$ cat config.mk
export PLATFORM = sky130hd
export DESIGN_NAME = sensor_fsm_estacionamiento
export DESIGN_NICKNAME = d
export VERILOG_FILES = /design/src/rtl/estacionamiento_pkg.sv /design/src/rtl/sensor_debounce.sv /design/src/rtl/sensor_fsm_estacionamiento.sv
export SDC_FILE = /design/constraint.sdc
export NUM_CORES = 1
export LEC_CHECK = 0
export CORE_ASPECT_RATIO = 1.75
export CORE_UTILIZATION = 30
export CTS_BUF_LIST = sky130_fd_sc_hd__clkbuf_2
export CTS_CLUSTER_DIAMETER = 200
export DETAILED_ROUTE_END_ITERATION = 16
export GPL_TIMING_DRIVEN = 0
export RECOVER_POWER = 25
export SLEW_MARGIN = 20
export SYNTH_ARGS = -nofsm -noshare
export SYNTH_HDL_FRONTEND = slang
export SYNTH_HIERARCHICAL = 1
export SYNTH_SLANG_ARGS = --single-unit
export TNS_END_PERCENT = 1
$ cat constraint.sdc
create_clock -name clk -period 1.9 [get_ports clk]
set_input_delay 0.285 -clock clk [delete_from_list [all_inputs] [get_ports clk]]
set_output_delay 0.285 -clock clk [all_outputs]
set_load 0.03 [all_outputs]
$ cat src/rtl/estacionamiento_pkg.sv
// Shared types and helpers for the parking-gate sensor front end.
// Holds the passage FSM encoding, the tick direction codes and the debounce counter sizing.
package estacionamiento_pkg;

    typedef enum logic [2:0] {
        IDLE  = 3'd0,
        IN1   = 3'd1,
        IN2   = 3'd2,
        IN3   = 3'd3,
        OUT1  = 3'd4,
        OUT2  = 3'd5,
        OUT3  = 3'd6,
        FAULT = 3'd7
    } state_t;

    localparam logic SIGN_IN  = 1'b1;
    localparam logic SIGN_OUT = 1'b0;

    // Bits needed to count from 0 up to cycles inclusive.
    function automatic int unsigned deb_width(input int unsigned cycles);
        return (cycles < 2) ? 1 : $clog2(cycles + 1);
    endfunction

endpackage

$ cat src/rtl/sensor_debounce.sv
// Synchronizer plus stability filter for one raw photo-barrier input.
// The filtered value only follows the synchronized input after DEB_CYCLES consecutive disagreeing cycles.
module sensor_debounce
    import estacionamiento_pkg::*;
#(
    parameter int unsigned DEB_CYCLES  = 4,
    parameter int unsigned SYNC_STAGES = 2
) (
    input  logic clk,
    input  logic rst,
    input  logic raw,
    output logic filtered
);

    localparam int unsigned CNT_W = deb_width(DEB_CYCLES);
    localparam logic [CNT_W-1:0] CNT_LAST = CNT_W'(DEB_CYCLES - 1);

    logic [SYNC_STAGES-1:0] sync_q;
    logic                   sync_bit;
    logic [CNT_W-1:0]       cnt_q;

    assign sync_bit = sync_q[SYNC_STAGES-1];

    // Metastability chain, raw enters at bit 0.
    always_ff @(posedge clk or posedge rst) begin
        if (rst) begin
            sync_q <= '0;
        end else begin
            sync_q <= {sync_q[SYNC_STAGES-2:0], raw};
        end
    end

    // Accept the new level on the edge the counter would reach DEB_CYCLES.
    always_ff @(posedge clk or posedge rst) begin
        if (rst) begin
            cnt_q    <= '0;
            filtered <= 1'b0;
        end else if (sync_bit == filtered) begin
            cnt_q <= '0;
        end else if (cnt_q == CNT_LAST) begin
            cnt_q    <= '0;
            filtered <= sync_bit;
        end else begin
            cnt_q <= cnt_q + CNT_W'(1);
        end
    end

endmodule

$ cat src/rtl/sensor_fsm_estacionamiento.sv
// Parking-gate passage tracker: conditions beams a/b and emits one tick per completed passage.
// sign qualifies tick (entry or exit); aborted, reversed or illegal sequences never tick.
module sensor_fsm_estacionamiento
    import estacionamiento_pkg::*;
#(
    parameter int unsigned DEB_CYCLES  = 4,
    parameter int unsigned SYNC_STAGES = 2
) (
    input  logic clk,
    input  logic rst,
    input  logic a,
    input  logic b,
    output logic tick,
    output logic sign,
    output logic busy,
    output logic error
);

    logic       fa;
    logic       fb;
    logic [1:0] fab;
    state_t     state;
    state_t     next_state;
    logic       tick_c;
    logic       sign_c;
    logic       busy_c;
    logic       error_c;

    sensor_debounce #(
        .DEB_CYCLES (DEB_CYCLES),
        .SYNC_STAGES(SYNC_STAGES)
    ) u_deb_a (
        .clk     (clk),
        .rst     (rst),
        .raw     (a),
        .filtered(fa)
    );

    sensor_debounce #(
        .DEB_CYCLES (DEB_CYCLES),
        .SYNC_STAGES(SYNC_STAGES)
    ) u_deb_b (
        .clk     (clk),
        .rst     (rst),
        .raw     (b),
        .filtered(fb)
    );

    assign fab = {fa, fb};

    // State and output registers; outputs are decoded from next_state so they line up with state.
    always_ff @(posedge clk or posedge rst) begin
        if (rst) begin
            state <= IDLE;
            tick  <= 1'b0;
            sign  <= 1'b0;
            busy  <= 1'b0;
            error <= 1'b0;
        end else begin
            state <= next_state;
            tick  <= tick_c;
            sign  <= sign_c;
            busy  <= busy_c;
            error <= error_c;
        end
    end

    // Passage tracking: entry walks 10,11,01,00; exit walks 01,11,10,00.
    always_comb begin
        next_state = state;
        tick_c     = 1'b0;
        sign_c     = sign;

        case (state)
            IDLE: begin
                case (fab)
                    2'b10:   next_state = IN1;
                    2'b01:   next_state = OUT1;
                    2'b11:   next_state = FAULT;
                    default: next_state = IDLE;
                endcase
            end
            IN1: begin
                case (fab)
                    2'b11:   next_state = IN2;
                    2'b00:   next_state = IDLE;
                    2'b01:   next_state = FAULT;
                    default: next_state = IN1;
                endcase
            end
            IN2: begin
                case (fab)
                    2'b01:   next_state = IN3;
                    2'b10:   next_state = IN1;
                    2'b00:   next_state = FAULT;
                    default: next_state = IN2;
                endcase
            end
            IN3: begin
                case (fab)
                    2'b00: begin
                        next_state = IDLE;
                        tick_c     = 1'b1;
                        sign_c     = SIGN_IN;
                    end
                    2'b11:   next_state = IN2;
                    2'b10:   next_state = FAULT;
                    default: next_state = IN3;
                endcase
            end
            OUT1: begin
                case (fab)
                    2'b11:   next_state = OUT2;
                    2'b00:   next_state = IDLE;
                    2'b10:   next_state = FAULT;
                    default: next_state = OUT1;
                endcase
            end
            OUT2: begin
                case (fab)
                    2'b10:   next_state = OUT3;
                    2'b01:   next_state = OUT1;
                    2'b00:   next_state = FAULT;
                    default: next_state = OUT2;
                endcase
            end
            OUT3: begin
                case (fab)
                    2'b00: begin
                        next_state = IDLE;
                        tick_c     = 1'b1;
                        sign_c     = SIGN_OUT;
                    end
                    2'b11:   next_state = OUT2;
                    2'b01:   next_state = FAULT;
                    default: next_state = OUT3;
                endcase
            end
            FAULT: begin
                if (fab == 2'b00) begin
                    next_state = IDLE;
                end
            end
            default: next_state = FAULT;
        endcase

        busy_c  = (next_state != IDLE) && (next_state != FAULT);
        error_c = (next_state == FAULT);
    end

endmodule

# Word-level counts from Yosys, hierarchy flattened
# Index checks and enable logic that the tools add are counted.
[classes] addsub=2 eq_ne=18 muxes=18 bitwise=2 n_reduce_logical=9
[ops] cell="one-hot mux 3 bit (3 select lines)" n=6
[ops] cell="one-hot mux 3 bit (8 select lines)" n=1
[ops] cell="== test 3 bit (second input constant)" n=5
[ops] cell="two-way mux 3 bit" n=5
[ops] cell="== test 3 x 2 -> 1 bit (second input constant)" n=4
[ops] cell="adder 3 x 1 -> 3 bit (second input constant)" n=2
[ops] cell="one-hot mux 2 bit (3 select lines)" n=1
[ops] cell="== test 2 bit (second input constant)" n=2
[ops] cell="two-way mux 1 bit" n=4
[ops] cell="inequality test 2 bit (second input constant)" n=2
[ops] cell="AND reduction 2 bit" n=2
[ops] cell="== test 3 x 1 -> 1 bit (second input constant)" n=1
[ops] cell="logical NOT 3 bit" n=1
[ops] cell="inequality test 3 bit (second input constant)" n=1
[ops] cell="AND reduction 3 bit" n=1
[ops] cell="nonzero test 3 bit" n=1
[ops] cell="== test 1 bit" n=2
[ops] cell="== test 2 x 1 -> 1 bit (second input constant)" n=1
[ops] cell="logical NOT 2 bit" n=1
[ops] cell="inverter 1 bit" n=2
[ops] cell="one-hot mux 1 bit (2 select lines)" n=1
[ops] cell="nonzero test 2 bit" n=1
[ops] cell="OR reduction 2 bit" n=1
[ops] cell="logical AND 1 bit" n=1
[totals] reg_bits=19 inputBits=4 out_inout_bits=4 elab_cells=60

# Depth between registers and ports, before layout
[depth] ltp_word=5 ltp_mapped=7 depth_no_buf=7

# By module
# Netlist, hierarchy kept.
[modules_own_cells] mod="sensor_fsm_estacionamiento" instances=1 cells_per_inst=63 area_per_inst_um2=626.9 seq_area_each_um2=175.2
[modules_own_cells] mod="sensor_debounce at u_deb_a" instances=1 cells_per_inst=14 area_per_inst_um2=232.7 seq_area_each_um2=150.1
[modules_own_cells] mod="sensor_debounce at u_deb_b" instances=1 cells_per_inst=14 area_per_inst_um2=220.2 seq_area_each_um2=150.1

# Worst setup path before layout
# Ideal clock, no wire load.
[synth_path] path_kind="register to register" start="reg u_deb_a.filtered" end="reg busy" setup_ps=130 arrival_ps=1559 setup_slack_ps=212 path_stages_with_launch=8 n_path_buf=0 path_cell_list="dfrtp_1 -> inv_1 -> ha_1 -> nand2b_1 -> a21boi_0 -> o21ai_0 -> a211oi_2 -> mux2i_1"
[synth_between] elab_chain_len=5
[synth_lines] item="start: declaration" line_no="sensor_debounce.sv:12" text="output logic filtered"
[synth_lines] item="start signal: assignment" line_no="sensor_debounce.sv:42" text="filtered <= sync_bit;"
[synth_lines] item="== test 2 x 1 -> 1 bit (tied with other cells)"
[synth_lines] item="one-hot mux 3 bit (3 select lines) (tied with other cells)" line_no="sensor_fsm_estacionamiento.sv:128" text="case (fab)"
[synth_lines] item="one-hot mux 3 bit (8 select lines) (*)" line_no="sensor_fsm_estacionamiento.sv:74" text="case (state)"
[synth_lines] item="inequality test 3 bit / nonzero test 3 bit (equally long branches)" line_no="sensor_fsm_estacionamiento.sv:147" text="busy_c = (next_state != IDLE) && (next_state != FAULT);"
[synth_lines] item="logical AND 1 bit (*)" line_no="sensor_fsm_estacionamiento.sv:147"
[synth_lines] item="via busy_c" line_no="sensor_fsm_estacionamiento.sv:26" text="logic busy_c;"
[synth_lines] item="end signal: assignment" line_no="sensor_fsm_estacionamiento.sv:63" text="busy <= busy_c;"
[synth_lines] item="end: declaration" line_no="sensor_fsm_estacionamiento.sv:15" text="output logic busy,"
# The timed path passes the listed nets; every way through them passes the cells marked *.
# A chain may end at the register's enable or synchronous reset.

# Worst setup path in the final report
[layout_path] start="reg u_deb_b.filtered" end="reg busy"
[layout_between] elab_chain_len=5
[layout_lines] item="start: declaration" line_no="sensor_debounce.sv:12"
[layout_lines] item="start signal: assignment" line_no="sensor_debounce.sv:42"
[layout_lines] item="== test 2 x 1 -> 1 bit (tied with other cells)"
[layout_lines] item="one-hot mux 3 bit (3 select lines) (tied with other cells)" line_no="sensor_fsm_estacionamiento.sv:128"
[layout_lines] item="one-hot mux 3 bit (8 select lines) (*)" line_no="sensor_fsm_estacionamiento.sv:74"
[layout_lines] item="inequality test 3 bit / nonzero test 3 bit (equally long branches)" line_no="sensor_fsm_estacionamiento.sv:147"
[layout_lines] item="logical AND 1 bit (*)" line_no="sensor_fsm_estacionamiento.sv:147"
[layout_lines] item="via busy_c" line_no="sensor_fsm_estacionamiento.sv:26"
# Marks and branches as above.

==> results.yml <==
routing:
  drtIter0Drc: 15
  drc: 0
  num_vias: 684
  antenna_left: 0
  wl_mm: 1.816
  wire_per_inst_um: 12.19
  vias_per_cell: 4.591
  dr.pass1.iters: 2
placement:
  dpl-instance-area_um2: 1206
  dp_slack_ns: -0.06049
  dp_hpwl_mm: 1.488
  place_congestion: 0.7201
  buffer_ports.inserted: 7
power:
  peakVddDrop_uv: 640.8
  p_per_area_nw_per_um2: 1698
  total_power_uw: 2120
  p_leak_uw: 0.0005438
floorplanning:
  initial_core_util: 0.3177
  fp.dieW_um: 47.35
  die-area_um2: 3853
  ios: 8
  core_area_um2: 3398
  rows: 28
  die_h_um: 81.37
logic_synthesis:
  syn-mean-instance-area_um2: 11.87
  syn_inst: 91
  synth_nets: 105
  synth-seq-cells: 19
  ys_types: 37
  ys_seq_area_frac: 0.4403
  syn_area_um2: 1080
  ys_warn_count: 6
worst_hold_path:
  min_path_type: "primary input to async pin"
critical_path:
  crit_family: "compound AO/OA/AOI/OAI gates"
  worst_ep_arrival_time_ns: 1.99
  crit_path_cell_trace: "inv_1, ha_1, mux2_2, a32oi_2, o211a_1, mux2i_1"
  cp_slowest_cell: "dfrtp_2"
  end_kind: "register"
  cp_num_buf_inv: 1
  crit_fanout: 7
  critical_path_class: "register to register"
  max_stage_delay_ns: 0.47
  cp.required_ns: 2.10
  start_kind: "register"
timing:
  relSlewSlack: 0.7710
  finalHoldViolCount: 0
  fin_crit_sh: 0.9422
  setup_viol: 0
  finalCriticalPeriod_ns: 1.790
  report.final.slew_viol_count: 0
  max_freq_mhz: 558.6
  worst_pin_slew_ns: 0.3410
  fin_skew_ns: 0.009497
  setup_ws_ns: 0.1097
  hold_ws_ns: 0.3558
cts:
  cts_tree: "built"
  cts_hold_buf: 0
  htreeDepth: 1
  clk_latency_ns: 0.29
  cts.sinks: 19
  cts_buffers: 3
  ctsLongestPathBuffers: 2
  clock-root-buffer: "clkbuf_2"
  path_clk_slew_ns: 0.17
finish:
  n_antenna_cell: 0
  nets: 119
  multi_input_area_um2: 546.8
  design_area_um2: 1249
  layout_common_cells: "17 x dfrtp_1, 8 x inv_1, 8 x ha_1"
  syn2layout_area_growth_pct: 15.64
  layout-drive-gt1-share: 0.2596
  seq_area_um2: 478.0
  mostFrequentLayoutCell: "dfrtp_1"
  fillers: 342
grt:
  grt_pass1_vias: 762
  grtUsageTotal: 0.1166
  grt_pass1_wl_mm: 3.222
  grt_max_degree: 12
  gr-total-overflow: 0
  antenna_found_initial: 0
status:
  status: "finished, final reports clean"
job:
  max-cap-violations: 0
worst paths after layout:
kind / from / endpoint / slack [ns] / cells after the start
hold reg to reg: u_deb_a/sync_q[0] / u_deb_a/sync_q[1] / 0.38 / 0
setup reg to reg: u_deb_b/filtered / busy / 0.11 / 6
setup / recovery: u_deb_b/filtered / busy / 0.11 / 6
hold / removal: rst / u_deb_b/sync_q[0] / 0.36 / 2
max in group asynchronous: rst / error / 1.30 / 2
min in group clk: u_deb_a/sync_q[0] / u_deb_a/sync_q[1] / 0.38 / 0
cells by family (layout without fill, tap and decap cells):
group / count (synthesis) / in the layout / share of synthesized area
AND/OR/NAND/NOR: 24 / 24 / 0.1564
AO/OA/AOI/OAI: 19 / 19 / 0.1611
XOR/XNOR: 3 / 3 / 0.02434
flip-flops: 19 / 19 / 0.4403
buffers and inverters: 12 / 25 / 0.05794
adder cells (fa/ha/maj): 10 / 10 / 0.1159
multiplexers: 4 / 4 / 0.04403
report_power, final:
group / switching, uW / internal [uW] / total, uW
sequential: 103 / 540 / 643
clock: 115 / 47.7 / 163
combinational: 706 / 608 / 1310
synthesized netlist by cell type:
library cell	n	area [um^2]
nor3_1	1	5.000
and2_1	1	6.260
o221ai_2	1	15.01
a21boi_0	1	7.510
nor3b_2	1	12.51
mux2_4	1	15.01
nor4_2	1	12.51
inv_1	8	30.03
nor3b_1	4	30.03
o211a_1	1	10.01
and2b_1	1	7.510
a211oi_2	1	12.51
nand2b_1	2	12.51
nor2b_1	3	18.77
nor2b_4	2	27.53
buf_4	2	15.01
o2111ai_1	1	8.760
a31oi_1	1	6.260
dfrtp_1	19	475.5
o21ai_1	2	10.01
nor2_1	5	18.77
a2111oi_4	1	27.53
a32oi_2	1	16.27
nor3_2	1	10.01
nand2_1	2	7.510
mux2_2	2	22.52
o22a_1	1	8.760
a21oi_1	1	5.000
a221o_1	1	10.01
buf_6	1	11.26
ha_1	10	125.1
inv_4	1	6.260
a211oi_1	1	7.510
o21ai_2	1	8.760
mux2i_1	1	10.01
xnor2_1	3	26.28
o21ai_0	4	20.02
per-layer routing:
metal	GRT usage	wire length [um]	vias up
met5	0	0	-
met4	0.06000	23	0
met3	0.02000	17	2
met2	0.2178	1137	4
met1	0.1116	636	339
li1	-	-	339
through the flow:
step | cells | utilization | setup TNS, ns
final | 149 | 0.3675 | 0
after detailed placement | 143 | 0.3549 | -0.1181
after global routing | 149 | 0.3675 | -0.005042
after CTS | 147 | 0.3616 | 0
after global placement | 143 | 0.3549 | -0.06308
after floorplan | 91 | - | 0
area by class of cell:
| class | instances | area share |
|---|---|---|
| multi-input combinational | 60 | 0.4379 |
| buffer | 3 | 0.02104 |
| clock inverter | 1 | 0.004008 |
| clock buffer | 3 | 0.01202 |
| timing repair buffer | 9 | 0.06814 |
| sequential | 19 | 0.3828 |
| tap | 45 | 0.04509 |
| inverter | 9 | 0.02906 |
what timing repair did:
action                     in CTS  in global routing
setup buffers                   0                  2
resized for setup               3                  2
setup endpoints to repair       2                  2
flip-flops by register name (all words and copies together), names as in the netlist:
name,flops
state,3
u_deb_a/cnt_q,3
u_deb_b/cnt_q,3
u_deb_a/sync_q,2
u_deb_b/sync_q,2
busy,1
error,1
sign,1
tick,1
u_deb_a/filtered,1
u_deb_b/filtered,1
Note: power is estimated with default switching activity, not from simulation.
